[src/rtl/out_port_buffer.sv]
// out_port_buffer
// Captures processor OUT-port words into a small first-word-fall-through FIFO
// and drains them to a peripheral over a valid/ready handshake. The core is
// never stalled: a word that arrives while the buffer is full and not draining
// is dropped, and the drop is recorded in a sticky flag and a saturating counter.
module out_port_buffer #(
  parameter int DEPTH = 8,
  parameter int WIDTH = 16,
  localparam int AW = $clog2(DEPTH),
  localparam int PW = AW + 1
) (
  input  logic             clk,
  input  logic             reset,
  input  logic [WIDTH-1:0] outPortData,
  input  logic             outSignalEn,
  output logic [WIDTH-1:0] port_data,
  output logic             port_valid,
  input  logic             port_ready,
  input  logic             ovf_clr,
  output logic [PW-1:0]    count,
  output logic             full,
  output logic             empty,
  output logic             overflow,
  output logic [7:0]       drop_count
);

  localparam logic [PW-1:0] PtrOne = PW'(1);

  logic [WIDTH-1:0] mem [DEPTH];
  logic [PW-1:0]    wrPtr;
  logic [PW-1:0]    rdPtr;
  logic [AW-1:0]    wrIdx;
  logic [AW-1:0]    rdIdx;
  logic             doRead;
  logic             doWrite;
  logic             doDrop;

  // Pointer-derived status and the read/write/drop decisions for this cycle.
  // The MSB of each pointer is a wrap bit, so full and empty are distinguishable.
  always_comb begin
    wrIdx      = wrPtr[AW-1:0];
    rdIdx      = rdPtr[AW-1:0];
    empty      = (wrPtr == rdPtr);
    full       = (wrPtr[PW-1] != rdPtr[PW-1]) && (wrIdx == rdIdx);
    count      = wrPtr - rdPtr;
    port_valid = !empty;
    port_data  = empty ? '0 : mem[rdIdx];
    doRead     = port_valid && port_ready;
    // A read in the same cycle frees a slot, so a full buffer still accepts.
    doWrite    = outSignalEn && (!full || doRead);
    doDrop     = outSignalEn && full && !doRead;
  end

  // Storage array; contents are don't-care after reset, so it has no reset term.
  always_ff @(posedge clk) begin
    if (!reset && doWrite) begin
      mem[wrIdx] <= outPortData;
    end
  end

  // Write and read pointers, wrapping modulo 2*DEPTH.
  always_ff @(posedge clk) begin
    if (reset) begin
      wrPtr <= '0;
      rdPtr <= '0;
    end else begin
      if (doWrite) wrPtr <= wrPtr + PtrOne;
      if (doRead)  rdPtr <= rdPtr + PtrOne;
    end
  end

  // Drop accounting; a drop in the same cycle as a clear wins and counts as one.
  always_ff @(posedge clk) begin
    if (reset) begin
      overflow   <= 1'b0;
      drop_count <= 8'd0;
    end else if (doDrop) begin
      overflow <= 1'b1;
      if (ovf_clr) begin
        drop_count <= 8'd1;
      end else if (drop_count != 8'hFF) begin
        drop_count <= drop_count + 8'd1;
      end
    end else if (ovf_clr) begin
      overflow   <= 1'b0;
      drop_count <= 8'd0;
    end
  end

endmodule
[config.mk]
export PLATFORM = sky130hd
export DESIGN_NAME = out_port_buffer
export DESIGN_NICKNAME = d
export VERILOG_FILES = /design/src/rtl/out_port_buffer.sv
export SDC_FILE = /design/constraint.sdc
export NUM_CORES = 1
export LEC_CHECK = 0
export ABC_AREA = 1
export BUFFER_PORTS_ARGS = -buffer_cell sky130_fd_sc_hd__buf_2
export CAP_MARGIN = 15
export CORE_ASPECT_RATIO = 1.2
export CORE_UTILIZATION = 59
export DETAILED_ROUTE_END_ITERATION = 8
export PLACE_DENSITY = 0.86
export SYNTH_ARGS = -nofsm -noshare
export SYNTH_HDL_FRONTEND = slang
export SYNTH_SLANG_ARGS = --single-unit
[constraint.sdc]
create_clock -name clk -period 3.2 [get_ports clk]
set_input_delay 0.64 -clock clk [delete_from_list [all_inputs] [get_ports clk]]
set_output_delay 0.64 -clock clk [all_outputs]
set_load 0.02 [all_outputs]
======== Yosys cells after proc, flatten, opt, wreduce, memory -nomap -nowiden ========
Memories as Yosys holds them, arrays and structs flattened. A register that Yosys moved wholly into a read port is not among the register bits.
Cells that the tools add are included.
storage, ports and cells
  bits in registers ....................... 17
  input port bits ......................... 21
  memories kept ........................... 1
  logic and storage cells ................. 38
  bits in writable memories ............... 128
  output and inout port bits .............. 32
memories
  memory  depth  bits a word  read ports  clocked after Yosys merged registers in  write ports  line  text
  mem     8      16           1           1                                        1            29    logic [WIDTH-1:0] mem [DEPTH];
operators by class
  equality and inequality tests ........... 4
  muxes and demuxes ....................... 11
  reduce and logical (&&, ||, !) cells .... 14
  add/sub/neg operators ................... 4
operators by type and width
  operator             count
  $mux 8               4
  $mux 16              1
  $add 4x1->4 const B  2
  $add 8x1->8 const B  1
  $ne 8x8->1 const B   1
  $logic_and 1x1->1    6
  $mux 3               2
  $eq 4x4->1           1
  $logic_not 1->1      4
  $mux 1               4
  $reduce_bool 2->1    2
  $sub 4x4->4          1
  $eq 3x3->1           1
  $reduce_and 2->1     1
  $logic_or 1x1->1     1
  $ne 1x1->1           1

======== Logic depth before layout (Yosys ltp) ========
  depth in word-level cells ............... 8
  mapped depth ............................ 11
  mapped depth without buffers ............ 11

======== Worst setup path before layout ========
Ideal clock, no wire load.
  path kind ............................... reg-to-reg
  start point ............................. reg wrPtr[0]
  end point ............................... mem mem[1][0], enable pin
  data required time ...................... 2.812 ns
  library setup time ...................... 0.388 ns
  path buffers ............................ 0
  clock period less this slack ............ 2.442 ns
  path slack .............................. 0.758 ns
  cell stages (with the launch flop) ...... 10
  data arrival time ....................... 2.054 ns
  path through ............................ dfxtp_1 -> inv_1 -> ha_1 -> inv_1 -> nor2_4 -> nand3_2 -> nand2_2 -> inv_2 -> nand3_1 -> nor2_1
between the ends
  cells in the longest elaborated chain, start to end .. 8
  elaborated cells on any way between the ends .. 11
  classes of those cells .................. eq/ne: 2; mux: 2; reduce/logical: 7
RTL lines
  element                                               line    text
  start, declared                                       30      logic [PW-1:0] wrPtr;
  start signal, assigned                                67      if (doWrite) wrPtr <= wrPtr + PtrOne;
  $eq 4x4->1 or $eq 3x3->1 (tied branches)              43, 44
  $logic_not 1->1 or $logic_and 1x1->1 (tied branches)  46, 44
  $logic_and 1x1->1 or $logic_not 1->1 (tied branches)  48, 50
  $logic_or 1x1->1                                      50      doWrite = outSignalEn && (!full || doRead);
  $logic_and 1x1->1                                     50
  $logic_and 1x1->1                                     56      if (!reset && doWrite) begin
  $mux 1                                                56
  $mux 1 (implied by the code)                          57      mem[wrIdx] <= outPortData;
  end, declared                                         29
Parallel ways exist; a longest one is shown, timed or not.

======== Final worst setup path ========
  start point ............................. reg wrPtr[0]
  end point ............................... out port_data[2]
between the ends
  cells in the longest elaborated chain, start to end .. 2
RTL lines
  element        line  text
  $eq 4x4->1     43    empty = (wrPtr == rdPtr);
  $mux 16        47    port_data = empty ? '0 : mem[rdIdx];
  end, declared  16    output logic [WIDTH-1:0] port_data,
No other way between the ends.

==> key figures <==
Place
  – GPL Wtd Cong: approximately 0.84
  – HPWL after detailed placement: ~7500 µm
  – Port bufs: 52
  – Pre-CTS setup slack: roughly 700 ps

Detailed routing
  – DR DRC count: 0
  – Routed Antenna Nets: 0
  – DR iter-0 viols: about 360
  – DRT Wirelength: 12,900 µm
  – DR pass1 iterations: 5
  – Drt wl/cell: around 18 µm
  – Via/cell ratio: ~5.8
  – Via Count: roughly 4,200

Timing
  – Tightest hold margin: ~470 ps
  – Worst-margin pin slew: 837 ps
  – Final min period: approximately 3000 ps
  – Final-report hold violation count: 0
  – Final Max Slew Viols: 0
  – Slew headroom: 44.1%
  – Setup TNS: 0 ps
  – Part of the cycle the worst path needs: between 90% and 100%
  – Slack of the critical path: between 200 and 250 ps
  – Clock Skews: roughly 9.4 ps
  – RSZ-0062 raised after global routing: no
  – FMAX: about 340 MHz
  – Final setup vio count: 0

Min path
  – Hold endpoint: drop_count[6]
  – Hold WC Path Type: reg -> reg
  – HP Start: drop_count[6]
  – Hold depth: 2

CTS
  – Clock Tree Buf Depth: 2
  – Post-CTS sizing: 0
  – TritonCTS clock tree: done
  – CTS buffer count: 17
  – Hold Buf Count CTS: 0
  – Clock sinks: ~150
  – Worst-path clk slew: around 60 ps
  – Insertion delay to the later sink of the worst-skew pair: 410 ps
  – Clk root buf: clkbuf_16
  – Setup Buffers After CTS: 0
  – CTS HTree Levels: 4

Critical path
  – CP cell instances: inv_1 -> ha_1 -> inv_1 -> nor2_4 -> inv_2 -> nor2_8 -> inv_2 -> o21ai_0 -> nor2_1 -> buf_2
  – Slowest CP cell: dfxtp_1
  – Worst R2R Start: wrPtr[0]
  – Critical path class: reg -> out
  – R2r endpoint: mem[7][10]
  – Worst path max stage delay: 380 ps
  – Reg2Reg Depth: 10
  – R2R Setup Slk: about 1100 ps
  – Critical Path RT: about 2600 ps
  – Worst-path fanout max: 17
  – Critical path origin: wrPtr[0]
  – CP arrival: approximately 2300 ps
  – Startpoint types: flip-flop
  – Critical Path Sink Type: primary output

Synthesis
  – Synth Area in Compound Gates: 9.97%
  – Largest family of logic cells by synthesized area: simple AND/OR/NAND/NOR gates
  – Post-Synthesis Cells: roughly 530
  – Flops & latches, synth: between 100 and 150
  – Post-Synth Adder-Cell Area: under 10%
  – Post-synth EDFFs: roughly 130
  – Proportion of synthesized area in mux cells: 2.56%
  – Syn_area_per_cell: about 12 µm²
  – Main flop type after synthesis: edfxtp_1
  – Syn Nets: 560
  – Register area share after synthesis: 67.7%
  – Synth warn: 0
  – Post-synthesis xor/xnor area fraction: 0.699%
  – Simple-gate share of the synthesized area: roughly an eighth
  – Post-synthesis cell area: 0.00626 mm²
  – Async SR Flop Fraction: 0%
  – Yosys cell types: 32

Final layout
  – Util after Layout: 70.8%
  – Net count, final: approximately 600
  – Fill cells: a little under 700
  – Layout cells sized above 1: between 10% and 20%
  – ANT cells: 0
  – Synth-to-Final Area Change: 14.8%
  – Area of the multi-input gates: ~0.0018 mm²
  – Register area: about 0.0042 mm²

Floorplanning
  – Height of the die: ~110 µm
  – Core area: 0.0102 mm²
  – Row count: 40
  – Initial cell density of the core: 61.7%
  – Die Area: roughly 0.011 mm²
  – Ports: 53
  – Chip width: 96.1 µm

Run status
  – Status: finished clean

GRT
  – GRT Resource Usage Total: between 20% and 30%
  – GRT overflow: 0
  – First-pass GRT wire length: approximately 20,000 µm
  – Vias in the first global route: 4,149
  – Largest net degree at the start of global routing: 65
  – Antenna violations before repair: 0

Power
  – P_leak: 2.59 nW
  – Peak VDD IR: between 0.3 and 0.4 mV
  – Pwr Density: slightly below 700 mW/mm²

Run
  – Max_cap viols: 0
==> Yosys cell counts (7+ instances only) <==
master | count | area [µm²]
nand3_1 | 8 | 40.0
dfxtp_1 | 20 | 400
mux2i_1 | 16 | 160
o21ai_0 | 78 | 390
nor2_1 | 116 | 435
a21oi_1 | 13 | 65.1
o21ai_1 | 7 | 35.0
inv_1 | 24 | 90.1
nand2_1 | 39 | 146
buf_2 | 10 | 50.1
o22ai_1 | 16 | 100
edfxtp_1 | 128 | 3840
==> cells in the final DEF (no fill, tap or decap), types with 2 or more instances in the layout <==
cell type / count
o21ai_0: 78
nor2_4: 5
xor2_1: 4
a21oi_2: 3
clkinv_1: 4
mux2i_1: 16
nand2_1: 39
inv_2: 5
clkbuf_1: 2
nand3b_1: 2
bufinv_16: 3
dfxtp_2: 2
dfxtp_1: 18
nor2_1: 116
inv_1: 24
buf_2: 52
buf_4: 11
clkinvlp_4: 2
a21oi_1: 13
o22ai_1: 16
clkbuf_16: 17
edfxtp_1: 128
nand3_1: 8
o21ai_1: 7
nand3_2: 3
nand2_2: 6
clkinv_2: 5
ha_1: 6
==> routing by layer <==
layer	routed length (µm)	vias up	global-route usage [%]
li1	-	1989	-
met1	5090	2018	29.0
met2	6720	170	43.4
met3	768	27	6.55
met4	292	0	10.5
met5	0	-	0
==> stage by stage <==
step                total power, mW  std cells  cell area (µm²)
floorplan                      2.81        532             6260
global placement               3.00        697             6620
detailed placement             3.03        697             6620
CTS                            4.92        729             7190
global route                   5.11        729             7190
finish                         4.91        729             7190
==> final cells by class <==
cell class	instances	share of cell area (%)
Multi-Input combinational cell	330	24.5
Sequential cell	148	59.0
Inverter	30	1.58
Clock inverter	13	1.95
Tap cell	126	2.19
Clock buffer	19	6.02
Timing Repair Buffer	63	4.77
==> flip-flops by register name (all words and copies together), names as in the netlist, named ones only <==
name,count
mem,128
drop_count,8
rdPtr,4
wrPtr,4
overflow,1
==> worst max-delay path by stage <==
| stage | slack [ps] | depth (start not counted) | to |
|---|---|---|---|
| floorplan | 760 | 9 | mem[1][0] |
| global placement | 800 | 10 | port_data[2] |
| detailed placement | 690 | 10 | port_data[2] |
| CTS | 230 | 10 | port_data[2] |
| global route | 50 | 8 | port_data[2] |
| finish | 230 | 10 | port_data[2] |
==> worst max-delay path: cells and delay by family, from the launching register on <==
family	cells	cell delay, ps
buffers and inverters	5	780
flip-flops	1	380
adder cells (fa/ha/maj)	1	290
AO/OA/AOI/OAI	1	170
AND/OR/NAND/NOR	3	280
==> report_power, final <==
group / total, mW / internal (mW) / leakage [nW] / switching [mW]
clock network: 1.91 / 1.21 / 0.276 / 0.702
logic: 0.849 / 0.258 / 0.994 / 0.591
registers: 2.15 / 2.13 / 1.32 / 0.0186
==> kinds of logic (layout without fill, tap and decap cells) <==
kind of cell             after synthesis  after routing
buffers and inverters                 54            125
AND/OR/NAND/NOR                      184            184
multiplexers                          16             16
XOR/XNOR                               5              5
AO/OA/AOI/OAI                        118            118
adder cells (fa/ha/maj)                7              7
flip-flops                           148            148
Note: power is estimated with default switching activity, not from simulation.
